--- src/rtl/pc_fetch_unit_pkg.sv ---
// Shared types for the fetch front end: FSM state encoding, reset/depth defaults,
// and the J-type instruction field layout.
package pc_fetch_unit_pkg;

   typedef enum logic [1:0] {
      ST_BOOT  = 2'd0,
      ST_RUN   = 2'd1,
      ST_HALT  = 2'd2,
      ST_FAULT = 2'd3
   } fetch_state_t;

   localparam logic [31:0] DEFAULT_RESET_PC  = 32'h0000_0000;
   localparam int          DEFAULT_MEM_DEPTH = 256;

   // J-type layout: opcode in [31:26], word target in [25:0].
   typedef struct packed {
      logic [5:0]  opcode;
      logic [25:0] target;
   } j_instr_t;

endpackage

--- src/rtl/pc_fetch_unit_next_pc_logic.sv ---
// Combinational next-PC selection for the fetch unit: sequential, branch or jump,
// with stall holding the current PC. Jump takes priority over a taken branch.
module next_pc_logic
   import pc_fetch_unit_pkg::*;
(
   input  logic [31:0] pc,
   input  logic        stall,
   input  logic        pc_src,
   input  logic        jump,
   input  logic [31:0] sign_imm,
   input  logic [31:0] instr,
   output logic [31:0] pc_plus4,
   output logic [31:0] jump_target,
   output logic [31:0] next_pc
);

   j_instr_t    j_fields;
   logic [31:0] branch_target;
   logic        opcode_unused;

   assign j_fields      = j_instr_t'(instr);
   assign opcode_unused = ^j_fields.opcode;

   assign pc_plus4      = pc + 32'd4;
   assign branch_target = pc_plus4 + (sign_imm << 2);
   // Jump stays inside the current 256 MB region of the sequential PC.
   assign jump_target   = {pc_plus4[31:28], j_fields.target, 2'b00};

   always_comb begin
      next_pc = pc_plus4;
      if (stall) begin
         next_pc = pc;
      end else if (jump) begin
         next_pc = jump_target;
      end else if (pc_src) begin
         next_pc = branch_target;
      end
   end

endmodule

--- src/rtl/pc_fetch_unit.sv ---
// Fetch front end: PC register, BOOT/RUN/HALT/FAULT sequencing and retired counter.
// Optional FETCH_HALT_DETECT_EN turns a retired self-jump into a terminal HALT.
//
// Handshake: there is no back-pressure handshake; instr_valid is a per-cycle
// qualifier meaning "instr_out executes and retires on this rising edge".
module pc_fetch_unit
   import pc_fetch_unit_pkg::*;
#(
   parameter logic [31:0] RESET_PC  = DEFAULT_RESET_PC,
   parameter int          MEM_DEPTH = DEFAULT_MEM_DEPTH
) (
   input  logic         clk,
   input  logic         reset,
   input  logic         stall,
   input  logic         pc_src,
   input  logic         jump,
   input  logic [31:0]  sign_imm,
   input  logic [31:0]  instr,
   output logic [31:0]  pc,
   output logic [31:0]  pc_plus4,
   output logic [31:0]  instr_out,
   output logic         instr_valid,
   output logic         halted,
   output logic         fault,
   output logic [31:0]  retired_count,
   output fetch_state_t state_dbg
);

   localparam logic [32:0] PC_LIMIT = 33'(MEM_DEPTH) * 33'd4;

   fetch_state_t state, state_next;
   logic [31:0]  pc_q;
   logic [31:0]  count_q;
   logic [31:0]  next_pc;
   logic [31:0]  jump_target;
   logic         pc_in_range;
   logic         valid_c;
   logic         pc_load;
   logic         fault_q;

   next_pc_logic u_next_pc (
      .pc          (pc_q),
      .stall       (stall),
      .pc_src      (pc_src),
      .jump        (jump),
      .sign_imm    (sign_imm),
      .instr       (instr),
      .pc_plus4    (pc_plus4),
      .jump_target (jump_target),
      .next_pc     (next_pc)
   );

   assign pc_in_range = ({1'b0, pc_q} < PC_LIMIT);

   always_comb begin
      state_next = state;
      valid_c    = 1'b0;
      pc_load    = 1'b0;
      unique case (state)
         ST_BOOT: begin
            state_next = ST_RUN;
         end
         ST_RUN: begin
            // An out-of-range target was accepted last cycle; it is caught here.
            if (!pc_in_range) begin
               state_next = ST_FAULT;
            end else if (!stall) begin
               valid_c = 1'b1;
               pc_load = 1'b1;
`ifdef FETCH_HALT_DETECT_EN
               if (jump && (jump_target == pc_q)) begin
                  state_next = ST_HALT;
               end
`endif
            end
         end
         default: begin
         end
      endcase
   end

   always_ff @(posedge clk or posedge reset) begin
      if (reset) begin
         state   <= ST_BOOT;
         pc_q    <= RESET_PC;
         count_q <= 32'd0;
         fault_q <= 1'b0;
      end else begin
         state   <= state_next;
         fault_q <= (state_next == ST_FAULT);
         if (pc_load) begin
            pc_q <= next_pc;
         end
         if (valid_c) begin
            count_q <= count_q + 32'd1;
         end
      end
   end

`ifdef FETCH_HALT_DETECT_EN
   logic halted_q;

   always_ff @(posedge clk or posedge reset) begin
      if (reset) begin
         halted_q <= 1'b0;
      end else begin
         halted_q <= (state_next == ST_HALT);
      end
   end

   assign halted = halted_q;
`else
   logic jump_target_unused;

   assign jump_target_unused = ^jump_target;
   assign halted             = 1'b0;
`endif

   assign pc            = pc_q;
   assign instr_valid   = valid_c;
   assign instr_out     = valid_c ? instr : 32'd0;
   assign fault         = fault_q;
   assign retired_count = count_q;
   assign state_dbg     = state;

endmodule
--- config.mk ---
export PLATFORM = sky130hd
export DESIGN_NAME = pc_fetch_unit
export DESIGN_NICKNAME = d
export VERILOG_FILES = /design/src/rtl/pc_fetch_unit_pkg.sv /design/src/rtl/pc_fetch_unit_next_pc_logic.sv /design/src/rtl/pc_fetch_unit.sv
export SDC_FILE = /design/constraint.sdc
export NUM_CORES = 1
export LEC_CHECK = 0
export ABC_AREA = 0
export CAP_MARGIN = 20
export CORE_AREA = 2 2 108 110
export CTS_CLUSTER_SIZE = 40
export DETAILED_ROUTE_END_ITERATION = 12
export DIE_AREA = 0 0 110 112
export PLACE_DENSITY = 0.95
export SYNTH_ARGS = -nofsm -noshare
export SYNTH_HDL_FRONTEND = slang
export SYNTH_SLANG_ARGS = --single-unit
export TNS_END_PERCENT = 10
--- constraint.sdc ---
create_clock -name clk -period 10.2 [get_ports clk]
set_input_delay 1.02 -clock clk [delete_from_list [all_inputs] [get_ports clk]]
set_output_delay 1.02 -clock clk [all_outputs]
set_load 0.02 [all_outputs]
# After elaboration in Yosys (flattened, before gate mapping)
# Index checks and enable logic that the tools add are counted.
# W data, S select, Z words.
[totals]
in_bits = 69
ff_bits = 67
word_cells = 21
output_inout_bits = 133
[op_classes]
n_lt_le_gt_ge = 1
n_bitwise = 1
n_addsub = 3
eq_ne = 2
n_mux = 8
n_reduce_logical = 2
[ops]
columns = ["cell", "count"]
rows = [
  ["$mux W32", 3],
  ["$add A32 B1 Y32 const B", 1],
  ["$add A32 B3 Y32 const B", 1],
  ["$add A32 B32 Y32", 1],
  ["$lt A32 B11 Y1 const B", 1],
  ["$pmux W2 S2", 1],
  ["$mux W1", 3],
  ["$eq A2 B1 Y1 const B", 1],
  ["$eq A2 B2 Y1 const B", 1],
  ["$logic_not A2 Y1", 1],
  ["$mux W2", 1],
  ["$reduce_and A2 Y1", 1],
  ["$not A1 Y1", 1],
]

# Longest topological paths before layout
# Gate-level depths: netlist of the first run.
[depth]
depth_word = 4
mapped_depth = 15
ltp_nobuf = 15

# Hierarchy
# Synthesis of the first run repeated with hierarchy kept, for this count alone.
[hier_totals]
cells_unflattened = 756
hier_area_um2 = 6396.1
[by_module_without_submodules]
columns = ["module", "instances", "area_per_inst_um2", "seq_area_each_um2", "cells_per_inst"]
rows = [
  ["next_pc_logic", 1, 3397.0, 0.0, 510],
  ["pc_fetch_unit", 1, 2999.1, 1676.6, 246],
]

# Least setup slack after synthesis of the first run
# OpenSTA, ideal clock, no wires.
[synth_timing]
path_type = "register to register"
startpoint = "register pc_q[7] (netlist: pc[7])"
endpoint = "register pc_q[31] (netlist: pc[31])"
path_slack_ns = 6.000
arrival_time_ns = 4.131
setup_time_ns = 0.069
synth_period_minus_slack_ns = 4.200
path_stages_with_launch = 15
path_buffers = 0
t_required_ns = 10.131
path_cell_list = "dfrtp_1 and4_1 nand4_1 nor3_1 and3_1 nand3_1 xnor2_1 ha_1 a21oi_1 o21bai_1 a221o_1 a41o_1 or4_1 or4_1 nand3_1"
[synth_via]
elab_chain_len = 4
elab_cells_between_ends = 8
classes_between = "add/sub (2); order compare (1); mux (4); reduce/logical (1)"
[synth_lines]
columns = ["element", "line", "rtl"]
rows = [
  ["start: declaration", "pc_fetch_unit.sv:32", "logic [31:0] pc_q;"],
  ["start signal: assignment", "pc_fetch_unit.sv:92", "pc_q <= next_pc;"],
  ["$add A32 B3 Y32", "pc_fetch_unit_next_pc_logic.sv:24", "assign pc_plus4 = pc + 32'd4;"],
  ["via pc_plus4[20]", "pc_fetch_unit.sv:20", "output logic [31:0] pc_plus4,"],
  ["$add A32 B32 Y32", "pc_fetch_unit_next_pc_logic.sv:25", "assign branch_target = pc_plus4 + (sign_imm << 2);"],
  ["$mux W32", "pc_fetch_unit_next_pc_logic.sv:35", "end else if (pc_src) begin"],
  ["$mux W32", "pc_fetch_unit_next_pc_logic.sv:33", "end else if (jump) begin"],
]
# The timed path passes the listed nets, and every way through them passes these cells.
# A chain may end at the register's enable or synchronous reset.

# Worst setup path after layout of the first run
[layout_timing]
startpoint = "input stall"
endpoint = "output instr_out[10]"
[layout_via]
elab_chain_len = 4
[layout_lines]
columns = ["element", "line", "rtl"]
rows = [
  ["start: declaration", "pc_fetch_unit.sv:14", "input logic stall,"],
  ["$mux W1", "pc_fetch_unit.sv:67", "end else if (!stall) begin"],
  ["$mux W1", "pc_fetch_unit.sv:65", "if (!pc_in_range) begin"],
  ["$mux W1", "pc_fetch_unit.sv:59", "unique case (state)"],
  ["$mux W32", "pc_fetch_unit.sv:121", "assign instr_out = valid_c ? instr : 32'd0;"],
  ["end: declaration", "pc_fetch_unit.sv:21", "output logic [31:0] instr_out,"],
]
# Every way passes these cells.

==> PnR_summary.wiki, run 1 <==
{| class="wikitable"
! Metric !! Value
|-
| Maximum frequency from static timing analysis || 0.206 GHz
|-
| Wire length reported by the detailed router || 17100 microns
|-
| Max Used Layer || met4
|-
| Hold Path Stages || 1
|-
| Maximum fanout encountered on the critical timing path || 45
|-
| Mux contribution to synthesized area || 0.958%
|-
| Row count || 39
|-
| Area of the placeable core || 0.0112 sq mm
|-
| Final min period || 4.86 ns
|-
| Result of the run || complete, no violations
|-
| Type of origin of the critical path || primary input
|-
| Area fraction in compound gates after synthesis || 17.2%
|-
| Final hold vios || 0
|-
| Data required, critical path || 9.18 ns
|-
| Setup bufs post-CTS || 0
|-
| Maximum vdd drop || about 0.087 mV
|-
| Remaining global-route overflow || 0
|-
| Die X || about 110 microns
|-
| Post-Synth Simple-Gate Area || 25.7%
|-
| Syn. warnings || 0
|-
| Met1 layer wirelength in the final routing || between 7000 and 8000 microns
|-
| Number of clock buffers inserted by TritonCTS || 9
|-
| Routed vias || between 5000 and 6000
|-
| Count of input and output buffers || 194
|-
| Most frequent standard cell in the layout excluding fill and tap cells || sky130_fd_sc_hd__clkdlybuf4s50_1
|-
| Switching power || 0.000166 W
|-
| Antenna violations before repair || 0
|-
| Die Height || 112 microns
|-
| Share of async-settable or async-resettable flops after synthesis || 100%
|-
| Synthesized instance count || about 640
|-
| Root buffer cell || sky130_fd_sc_hd__clkbuf_16
|-
| Final-layout setup total negative slack || 0 ns
|-
| Internal portion of total power || around 0.00049 W
|-
| Drt first-iter violations || 301
|-
| Number of synthesized flops with an enable pin || 0
|-
| Fraction of final layout cells with drive strength greater than 1 || 4.42%
|-
| Type of destination of the critical path || primary output
|-
| Min-Delay Path Class || register to register
|-
| Portion of total power attributed to combinational logic || 11.4%
|-
| Routability congestion estimate || 0.947
|-
| Arrival time at the worst endpoint || between 3 and 4 ns
|-
| Count of cells resized by post-cts repair || 0
|-
| Synthesis-to-layout area growth || 43.9%
|-
| Via count normalized by instance count || 5.78
|-
| Max-slew violation count || 0
|-
| Clock skew || 0.00774 ns
|-
| WL met3 || around 1300 microns
|-
| # DRC || 0
|-
| Worst-case hold path end point || retired_count[31]
|-
| Top Ports || a little over 200
|-
| CTS max path bufs || 2
|-
| Wire length of the first global-routing pass || 27100 microns
|-
| Unrepaired setup endpoints after global routing || no
|-
| Fraction of synthesized cell area in xor and xnor cells || 13.1%
|-
| Startpoint of the most critical register-to-register path || pc[7]
|-
| Part of the Yosys area used for sequential elements || 30.4%
|-
| Utilization after layout || 69.0%
|-
| Least-Margin Pin Slew || approximately 0.9 ns
|-
| Cell count of the worst reg-to-reg path || 15
|-
| Largest family of logic cells by synthesized area || simple AND/OR/NAND/NOR gates
|-
| Part of the total power dissipated in the clock network || 49.3%
|-
| Number of distinct library cells after synthesis || 65
|-
| Remaining antenna violation count after routing || 0
|-
| Metal2 WL || 8310 microns
|-
| Cts hold-fix bufs || 0
|-
| Average routed wire per standard cell || 17.4 microns
|-
| Sink count of the clock tree || 65
|-
| Worst reg2reg setup slack || 5.69 ns
|-
| Detail Placement HPWL || 13100 microns
|-
| Clock-pin transition on the worst setup and hold timing paths || ~0.06 ns
|-
| Total global routing track utilization || 28.0%
|-
| Max-capacitance violation count || 0
|-
| Maximum number of pins on one net before global-route repair || 66
|-
| Critical R2R Capture || pc[31]
|-
| Setup Viol. Count Final || 0
|-
| PwrDens || 85.1 mW/mm^2
|-
| Initial Util || 47.9%
|-
| Top FF cell, synth || sky130_fd_sc_hd__dfrtp_1
|-
| H-tree Lvls || 3
|-
| Area share of fa/ha/maj cells after synthesis || under 10%
|-
| TritonCTS clock tree || yes
|-
| Initial DRT Pass Iterations || 5
|-
| Headroom to the max-slew limit || 39.9%
|-
| Worst Path Class, Setup || primary input to primary output
|-
| Worst hold slack || 0.501 ns
|-
| Fraction of the cycle the final worst path needs || 47.6%
|-
| Average footprint of a synthesized cell || 8.32 sq um
|-
| Leak pwr || ~3.3 nW
|-
| Reg power frac || between 30% and 40%
|-
| Net switching share of the total power || 25.3%
|-
| Commonest non-fill, non-tap cells in the layout || 194 x sky130_fd_sc_hd__clkdlybuf4s50_1, 67 x sky130_fd_sc_hd__nand2_1, 65 x sky130_fd_sc_hd__dfrtp_1
|-
| Min-delay src || retired_count[31]
|-
| Ant. Diodes || 0
|-
| Post-layout nets || 940
|-
| Via count of the first global-routing pass || 5411
|-
| Insertion delay to the later sink of the worst-skew pair || 0.34 ns
|-
| Area of the mapped netlist || 0.00535 sq mm
|-
| Area enclosed by the die boundary || 0.0123 sq mm
|-
| Number of register bits inferred by synthesis || 65
|}
[synthesized netlist by cell type (11+ instances only)]
cell type                   n  share of area [%]
sky130_fd_sc_hd__and2_1    33                3.9
sky130_fd_sc_hd__dfrtp_1   65                 30
sky130_fd_sc_hd__nand3_1   23                2.2
sky130_fd_sc_hd__and3_1    12                1.4
sky130_fd_sc_hd__nand4_1   22                2.6
sky130_fd_sc_hd__xor2_1    23                3.8
sky130_fd_sc_hd__clkbuf_1  12               0.84
sky130_fd_sc_hd__inv_1     17                1.2
sky130_fd_sc_hd__nor2_1    52                3.6
sky130_fd_sc_hd__nor3_1    11                1.0
sky130_fd_sc_hd__a21oi_1   59                5.5
sky130_fd_sc_hd__xnor2_1   57                9.3
sky130_fd_sc_hd__o21ai_0   36                3.4
sky130_fd_sc_hd__ha_1      37                8.6
sky130_fd_sc_hd__nand2_1   67                4.7
[power groups by stage]
stage | Clock (W) | Sequential [W] | Combinational [W]
floorplan | 0 | 0.000263 | 0.0000385
global placement | 0 | 0.000263 | 0.0000728
detailed placement | 0 | 0.000263 | 0.0000738
CTS | 0.000325 | 0.000258 | 0.0000743
global route | 0.000337 | 0.000258 | 0.0000815
finish | 0.000323 | 0.000258 | 0.0000746
[kinds of logic (layout without fill, tap and decap cells)]
group / count (synthesis) / count (layout)
other: 1 / 5
DFF: 65 / 65
AOI/OAI and AO/OA: 152 / 152
xor gates and xnor gates: 80 / 80
adders and majority gates: 38 / 38
muxes: 5 / 5
buffers and inverters: 41 / 232
and+or+nand+nor: 261 / 261
[cell type report]
cell class / count / area, sq um
tap: 143 / 179
fill: 864 / 3470
multi-input combinational: 541 / 3550
clock buffer: 9 / 225
inverter: 19 / 76.3
sequential: 65 / 1630
clock inverter: 7 / 85.1
timing repair buffer: 197 / 1960
[worst max-delay path by stage]
stage / start / endpoint / slack, ns
after floorplan: pc[7] / pc[31] / 6.00
after global placement: stall / instr_out[8] / 5.39
after detailed placement: stall / instr_out[16] / 5.36
after CTS: stall / instr_out[16] / 5.35
after global routing: stall / instr_out[24] / 5.16
final: stall / instr_out[10] / 5.34
[critical path, cell delays in order]
cell,delay [ns]
sky130_fd_sc_hd__clkdlybuf4s50_1,0.48
sky130_fd_sc_hd__nor2_1,0.04
sky130_fd_sc_hd__nand2_1,0.12
sky130_fd_sc_hd__or3_1,0.72
sky130_fd_sc_hd__clkinv_4,0.51
sky130_fd_sc_hd__and2_1,0.37
sky130_fd_sc_hd__clkdlybuf4s50_1,0.55
[registers in the layout, indices dropped and copies added, names as in the netlist]
| name | flops |
|---|---|
| retired_count | 32 |
| pc | 30 |
| state_dbg | 2 |
| fault | 1 |
[through the flow]
stage                     cells  power, W  area (sq um)  setup WS [ns]
final                       981  0.000655          7700           5.34
after global routing        981  0.000676          7700           5.16
after CTS                   981  0.000658          7700           5.35
after detailed placement    965  0.000336          7390           5.36
after global placement      965  0.000335          7390           5.39
after floorplan             647  0.000301          5370           6.00
[routing by layer]
layer  up-vias  track usage [%]
li1       2687                -
met1      2660             36.0
met2       281             47.1
met3        46             4.04
met4         0             10.0
met5         -                0
No activity file was read; power rests on OpenSTA's default activity.
==> run 2, diff against run 1 <==
--- a/config.mk
+++ b/config.mk
@@ -7,11 +7,11 @@
 export LEC_CHECK = 0
 export ABC_AREA = 0
 export CAP_MARGIN = 20
-export CORE_AREA = 2 2 108 110
+export CORE_AREA = 2 2 113 115
 export CTS_CLUSTER_SIZE = 40
 export DETAILED_ROUTE_END_ITERATION = 12
-export DIE_AREA = 0 0 110 112
-export PLACE_DENSITY = 0.95
+export DIE_AREA = 0 0 115 117
+export PLACE_DENSITY = 0.89
 export SYNTH_ARGS = -nofsm -noshare
 export SYNTH_HDL_FRONTEND = slang
 export SYNTH_SLANG_ARGS = --single-unit
==> constraint.sdc (replaced) <==
create_clock -name clk -period 5.1 [get_ports clk]
set_input_delay 0.51 -clock clk [delete_from_list [all_inputs] [get_ports clk]]
set_output_delay 0.51 -clock clk [all_outputs]
set_load 0.02 [all_outputs]
==> PnR_summary.wiki, run 2 (same netlist as run 1, synthesis figures left out) <==
{| class="wikitable"
! Metric !! Value
|-
| Headroom to the max-slew limit || 41.0% (was 39.9%)
|-
| Post-placement cell area || 0.00740 sq mm (was 0.00739 sq mm)
|-
| Highest-delay cell along the critical path || sky130_fd_sc_hd__nor3_1 (was sky130_fd_sc_hd__or3_1)
|-
| Final-layout setup total negative slack || 0 ns (unchanged)
|-
| Drt first-iter violations || 530 (was 301)
|-
| Final hold vios || 0 (unchanged)
|-
| Buffering stage count on the worst path with inverters included || 0 (was 3)
|-
| CP delay by family, top || simple AND/OR/NAND/NOR gates (was buffers and inverters)
|-
| Result of the run || complete, no violations (unchanged)
|-
| Top Ports || 202 (unchanged)
|-
| Wire length reported by the detailed router || 16800 microns (was 17100 microns)
|-
| Maximum number of pins on one net before global-route repair || 46 (was 66)
|-
| PwrDens || 185 mW/mm^2 (was 85.1 mW/mm^2)
|-
| Initial Util || 43.5% (was 47.9%)
|-
| Cell area after layout || 0.00776 sq mm (was 0.00770 sq mm)
|-
| Cell Chain, Critical Path || and4_1 > nand4_1 > nor3_1 > and3_1 > nand3_1 > xnor2_1 > ha_1 > a21oi_1 > o21bai_1 > a221o_1 > a41o_1 > or4_1 > or4_1 > nand3_1 (was clkdlybuf4s50_1 > nor2_1 > nand2_1 > or3_1 > clkinv_4 > and2_1 > clkdlybuf4s50_1)
|-
| Wire length of the first global-routing pass || 26300 microns (was 27100 microns)
|-
| Least-Margin Pin Slew || 0.885 ns (was 0.902 ns)
|-
| Min-Delay Path Class || register to register (unchanged)
|-
| Post-layout nets || 939 (was 940)
|-
| Total of fill cells in the finished design || 1027 (was 864)
|-
| Die X || 115 microns (was 110 microns)
|-
| Cells after DPL || 971 (was 965)
|-
| Remaining antenna violation count after routing || 0 (unchanged)
|-
| Setup Viol. Count Final || 0 (unchanged)
|-
| Final min period || 4.35 ns
|-
| Arrival time at the worst endpoint || 4.62 ns (was 3.84 ns)
|-
| Routed vias || 5548 (was 5674)
|-
| Root buffer cell || sky130_fd_sc_hd__clkbuf_16 (unchanged)
|-
| Worst hold slack || 0.473 ns (was 0.501 ns)
|-
| Fraction of the cycle the final worst path needs || 85.3%
|-
| Final Worst Setup Slack || 0.752 ns (was 5.34 ns)
|-
| Row count || 41 (was 39)
|-
| Cts hold-fix bufs || 0 (unchanged)
|-
| Non-filler cells, final || 986 (was 981)
|-
| Routability congestion estimate || 0.931 (was 0.947)
|-
| TritonCTS clock tree || yes (unchanged)
|-
| Ant. Diodes || 0 (unchanged)
|-
| # DRC || 0 (unchanged)
|-
| Count of input and output buffers || 194 (unchanged)
|-
| Average routed wire per standard cell || 17.0 microns (was 17.4 microns)
|-
| Area of the placeable core || 0.0123 sq mm (was 0.0112 sq mm)
|-
| Most frequent standard cell in the layout excluding fill and tap cells || sky130_fd_sc_hd__clkdlybuf4s50_1 (unchanged)
|-
| Area of the multi-input gates || 0.00355 sq mm (unchanged)
|-
| Unrepaired setup endpoints after global routing || no (unchanged)
|-
| Type of origin of the critical path || register (was primary input)
|-
| Count of cells resized by post-cts repair || 0 (unchanged)
|-
| Total global routing track utilization || 25.1% (was 28.0%)
|-
| Area enclosed by the die boundary || 0.0135 sq mm (was 0.0123 sq mm)
|-
| Via count normalized by instance count || 5.63 (was 5.78)
|-
| Insertion delay to the later sink of the worst-skew pair || 0.34 ns (about the same)
|-
| Via count of the first global-routing pass || 5226 (was 5411)
|-
| Maximum fanout encountered on the critical timing path || 7 (was 45)
|-
| Commonest non-fill, non-tap cells in the layout || 194 x sky130_fd_sc_hd__clkdlybuf4s50_1, 67 x sky130_fd_sc_hd__nand2_1, 65 x sky130_fd_sc_hd__dfrtp_1 (unchanged)
|-
| Sink count of the clock tree || 65 (unchanged)
|-
| Detail Placement HPWL || 13000 microns (was 13100 microns)
|-
| Die Height || 117 microns (was 112 microns)
|-
| Worst setup timing slack at the placement stage || 0.830 ns (was 5.36 ns)
|-
| Footprint of the flip-flops and latches || 0.00163 sq mm (unchanged)
|-
| Clock-pin transition on the worst setup and hold timing paths || 0.06 ns (about the same)
|-
| Max-capacitance violation count || 0 (unchanged)
|-
| Largest stage delay, worst path || 0.47 ns (was 0.72 ns)
|-
| Number of clock buffers inserted by TritonCTS || 9 (unchanged)
|-
| CTS max path bufs || 2 (unchanged)
|-
| Clock skew || 0.00928 ns (was 0.00774 ns)
|-
| Worst Path Class, Setup || register to register (was primary input to primary output)
|-
| Largest register FFs || 32 (unchanged)
|-
| Max-slew violation count || 0 (unchanged)
|-
| Remaining global-route overflow || 0 (unchanged)
|-
| Synthesis-to-layout area growth || 45.0% (was 43.9%)
|-
| Maximum vdd drop || 0.154 mV (was 0.0866 mV)
|-
| Fraction of final layout cells with drive strength greater than 1 || 4.19% (was 4.42%)
|-
| Type of destination of the critical path || register (was primary output)
|-
| Leak pwr || 3.28 nW (was 3.27 nW)
|-
| Data required, critical path || 5.37 ns (was 9.18 ns)
|-
| Initial DRT Pass Iterations || 5 (unchanged)
|-
| Maximum frequency from static timing analysis || 0.230 GHz
|-
| Setup bufs post-CTS || 0 (unchanged)
|-
| Antenna violations before repair || 0 (unchanged)
|-
| H-tree Lvls || 3 (unchanged)
|}
[run 2: cell count changes in the layout (fill, tap and decap cells not counted)]
cell                         change
sky130_fd_sc_hd__inv_8           -1
sky130_fd_sc_hd__clkinvlp_4      +1
sky130_fd_sc_hd__buf_4           -1
sky130_fd_sc_hd__bufinv_16       +3
sky130_fd_sc_hd__inv_6           -2
sky130_fd_sc_hd__clkinv_4        -3
sky130_fd_sc_hd__clkbuf_8        +1
[run 2: where the power goes]
group          leakage [nW]   switching, W  internal, W
logic                  2.24      0.0000734    0.0000754
clock network         0.175       0.000235     0.000538
registers             0.867  0.00000000545     0.000516
[run 2: final cells by class]
cell class	count	share of cell area, %
Clock buffer	10	3.08
Inverter	19	0.983
Sequential cell	65	21.0
Tap cell	150	2.42
Clock inverter	5	1.64
Timing Repair Buffer	196	25.2
Multi-Input combinational cell	541	45.7
[run 2: worst reg2reg max path, cell delays in order, from the launching register on]
cell	delay [ns]
sky130_fd_sc_hd__dfrtp_1	0.45
sky130_fd_sc_hd__and4_1	0.29
sky130_fd_sc_hd__nand4_1	0.19
sky130_fd_sc_hd__nor3_1	0.47
sky130_fd_sc_hd__and3_1	0.35
sky130_fd_sc_hd__nand3_1	0.12
sky130_fd_sc_hd__xnor2_1	0.16
sky130_fd_sc_hd__ha_1	0.34
sky130_fd_sc_hd__a21oi_1	0.22
sky130_fd_sc_hd__o21bai_1	0.09
sky130_fd_sc_hd__a221o_1	0.44
sky130_fd_sc_hd__a41o_1	0.24
sky130_fd_sc_hd__or4_1	0.42
sky130_fd_sc_hd__or4_1	0.41
sky130_fd_sc_hd__nand3_1	0.08
[run 2: through the flow]
step	power, W	util, %
finish	0.00144	63.0
CTS	0.00144	63.0
detailed placement	0.000673	60.1
floorplan	0.000602	-
global route	0.00148	63.0
global placement	0.000671	60.1
[run 2: worst paths after layout]
path	to	cells past startpoint	start	slack [ns]
min	retired_count[31]	1	retired_count[31]	0.47
max reg2reg	pc[31]	14	pc[7]	0.75
min reg2reg	retired_count[31]	1	retired_count[31]	0.47
max	pc[31]	14	pc[7]	0.75
max in group asynchronous	retired_count[26]	3	reset	3.61
min in group asynchronous	pc[23]	2	reset	0.54
[run 2: per-layer routing]
layer / global-route usage, % / part of all wire, % / up-vias
li1: - / - / 2677
met1: 32.6 / 43 / 2595
met2: 42.4 / 48 / 246
met3: 3.86 / 6.7 / 30
met4: 9.48 / 2.2 / 0
met5: 0 / 0 / -
==> run 3, diff against run 2 <==
--- a/config.mk
+++ b/config.mk
@@ -12,6 +12,8 @@
 export DETAILED_ROUTE_END_ITERATION = 12
 export DIE_AREA = 0 0 115 117
 export PLACE_DENSITY = 0.89
+export RECOVER_POWER = 25
+export REMOVE_ABC_BUFFERS = 1
 export SYNTH_ARGS = -nofsm -noshare
 export SYNTH_HDL_FRONTEND = slang
 export SYNTH_SLANG_ARGS = --single-unit
==> PnR_summary.wiki, run 3 (same netlist as run 1, synthesis figures left out) <==
{| class="wikitable"
! Metric !! Value
|-
| PwrDens || 166 mW/mm^2 (was 185 mW/mm^2)
|-
| Utilization after layout || 62.6% (was 63.0%)
|-
| Largest stage delay, worst path || 0.46 ns (was 0.47 ns)
|-
| CTS max path bufs || 2 (unchanged)
|-
| Wire length of the first global-routing pass || 26100 microns (was 26300 microns)
|-
| Commonest non-fill, non-tap cells in the layout || 193 x sky130_fd_sc_hd__clkdlybuf4s50_1, 67 x sky130_fd_sc_hd__nand2_1, 65 x sky130_fd_sc_hd__dfrtp_1 (was 194 x sky130_fd_sc_hd__clkdlybuf4s50_1, 67 x sky130_fd_sc_hd__nand2_1, 65 x sky130_fd_sc_hd__dfrtp_1)
|-
| Routability congestion estimate || 0.933 (was 0.931)
|-
| Root buffer cell || sky130_fd_sc_hd__clkbuf_16 (unchanged)
|-
| Largest register FFs || 32 (unchanged)
|-
| Buffering stage count on the worst path with inverters included || 0 (unchanged)
|-
| Count of input and output buffers || 194 (unchanged)
|-
| Non-filler cells, final || 988 (was 986)
|-
| Area of the multi-input gates || 0.00355 sq mm (unchanged)
|-
| Least-Margin Pin Slew || 3.65 ns (was 0.885 ns)
|-
| Type of destination of the critical path || register (unchanged)
|-
| Fraction of the cycle the final worst path needs || 83.6% (was 85.3%)
|-
| Cells after DPL || 973 (was 971)
|-
| CP delay by family, top || simple AND/OR/NAND/NOR gates (unchanged)
|-
| Headroom to the max-slew limit || -143% (was 41.0%)
|-
| WP depth || 14 (unchanged)
|-
| Wire length reported by the detailed router || 16800 microns (about the same)
|-
| Detail Placement HPWL || 12900 microns (was 13000 microns)
|-
| TritonCTS clock tree || yes (unchanged)
|-
| Unrepaired setup endpoints after global routing || no (unchanged)
|-
| Area enclosed by the die boundary || 0.0135 sq mm (unchanged)
|-
| Total global routing track utilization || 24.6% (was 25.1%)
|-
| Worst Path Class, Setup || register to register (unchanged)
|-
| Total of fill cells in the finished design || 1023 (was 1027)
|-
| Remaining global-route overflow || 0 (unchanged)
|-
| Average routed wire per standard cell || 17.0 microns (about the same)
|-
| Result of the run || complete, but fails checks (was complete, no violations)
|-
| Initial Util || 43.5% (unchanged)
|-
| Cell count of the worst reg-to-reg path || 14 (unchanged)
|-
| Row count || 41 (unchanged)
|-
| Data required, critical path || 5.36 ns (was 5.37 ns)
|-
| Failing checks || capacitance limit, slew limit
|-
| Leak pwr || 3.25 nW (was 3.28 nW)
|-
| Type of origin of the critical path || register (unchanged)
|-
| Maximum number of pins on one net before global-route repair || 66 (was 46)
|-
| Number of clock buffers inserted by TritonCTS || 9 (unchanged)
|-
| Highest-delay cell along the critical path || sky130_fd_sc_hd__dfrtp_1 (was sky130_fd_sc_hd__nor3_1)
|-
| Remaining antenna violation count after routing || 0 (unchanged)
|-
| Drt first-iter violations || 395 (was 530)
|-
| H-tree Lvls || 3 (unchanged)
|-
| Count of cells resized by post-cts repair || 0 (unchanged)
|-
| Footprint of the flip-flops and latches || 0.00163 sq mm (unchanged)
|-
| Via count of the first global-routing pass || 5146 (was 5226)
|-
| Cell Chain, Critical Path || and4_1 > nand4_1 > nor3_1 > and3_1 > nand3_1 > xnor2_1 > ha_1 > a21oi_1 > o21bai_1 > a221o_1 > a41o_1 > or4_1 > or4_1 > nand3_1 (unchanged)
|-
| Hold Path Stages || 1 (unchanged)
|-
| Ant. Diodes || 0 (unchanged)
|-
| Area of the placeable core || 0.0123 sq mm (unchanged)
|-
| Most frequent standard cell in the layout excluding fill and tap cells || sky130_fd_sc_hd__clkdlybuf4s50_1 (unchanged)
|-
| Via count normalized by instance count || 5.64 (was 5.63)
|-
| Maximum fanout encountered on the critical timing path || 7 (unchanged)
|-
| Antenna violations before repair || 0 (unchanged)
|-
| Routed vias || 5574 (was 5548)
|-
| Max-slew violation count || 66 (was 0)
|-
| Maximum vdd drop || 0.168 mV (was 0.154 mV)
|-
| Insertion delay to the later sink of the worst-skew pair || 0.33 ns (was 0.34 ns)
|-
| Min-Delay Path Class || register to register (unchanged)
|-
| Fraction of final layout cells with drive strength greater than 1 || 4.18% (was 4.19%)
|-
| Final hold vios || 0 (unchanged)
|-
| Top Ports || 202 (unchanged)
|-
| Max-capacitance violation count || 1 (was 0)
|-
| Arrival time at the worst endpoint || 4.52 ns (was 4.62 ns)
|-
| Post-layout nets || 941 (was 939)
|-
| # DRC || 0 (unchanged)
|-
| Setup Viol. Count Final || 0 (unchanged)
|-
| Setup bufs post-CTS || 0 (unchanged)
|-
| Die Height || 117 microns (unchanged)
|-
| Final-layout setup total negative slack || 0 ns (unchanged)
|-
| Initial DRT Pass Iterations || 6 (was 5)
|-
| Sink count of the clock tree || 65 (unchanged)
|-
| Cts hold-fix bufs || 0 (unchanged)
|-
| Maximum frequency from static timing analysis || 0.235 GHz (was 0.230 GHz)
|-
| Die X || 115 microns (unchanged)
|-
| Final min period || 4.26 ns (was 4.35 ns)
|-
| Clock-pin transition on the worst setup and hold timing paths || 0.06 ns (about the same)
|-
| Clock skew || 0.00677 ns (was 0.00928 ns)
|-
| Synthesis-to-layout area growth || 43.9% (was 45.0%)
|}
## run 3: cell types whose count changed in the layout (fill, tap and decap cells not counted), sizes merged
cell / delta
clkinv: +4
bufinv: -3
buf: +1
clkdlybuf4s50: -1
dlygate4sd3: +1
## run 3: report_power, final
part           internal (W)  total, W  switching (W)
Combinational     0.0000753  0.000149      0.0000741
Sequential         0.000516  0.000516  0.00000000533
Clock              0.000378  0.000616       0.000238
## run 3: layout make-up
type	count	share of cell area, %
clock buffers	9	2.92
clock inverters	6	0.894
inverters	19	0.991
multi-input cells	541	46.1
flip-flops and latches	65	21.1
well taps	150	2.44
repair buffers	198	25.6
## run 3: routing by layer
layer / part of all wire [%] / global-route usage [%] / wire, microns / vias up
met2: 48 / 41.5 / 8070 / 276
met5: 0 / 0 / 0 / -
met4: 1.9 / 7.23 / 322 / 0
met1: 43 / 32.8 / 7230 / 2580
li1: - / - / - / 2685
met3: 7.3 / 3.96 / 1220 / 33
## run 3: per-stage QoR
stage | power, W | setup slack (ns) | hold slack [ns] | cell area (sq um)
floorplan | 0.000595 | 0.900 | 0.581 | 5250
global placement | 0.000671 | 0.961 | 0.460 | 7410
detailed placement | 0.000674 | 0.930 | 0.486 | 7410
CTS | 0.00129 | 0.866 | 0.495 | 7700
global route | 0.00133 | 0.272 | 0.497 | 7700
finish | 0.00128 | 0.838 | 0.485 | 7700
## run 3: worst paths after layout
check	startpoint	to	slack (ns)
hold reg to reg	retired_count[31]	retired_count[31]	0.48
max in group asynchronous	reset	pc[26]	1.01
setup reg to reg	pc[7]	pc[31]	0.84
setup / recovery	pc[7]	pc[31]	0.84
hold / removal	retired_count[31]	retired_count[31]	0.48
min in group asynchronous	reset	retired_count[7]	2.03
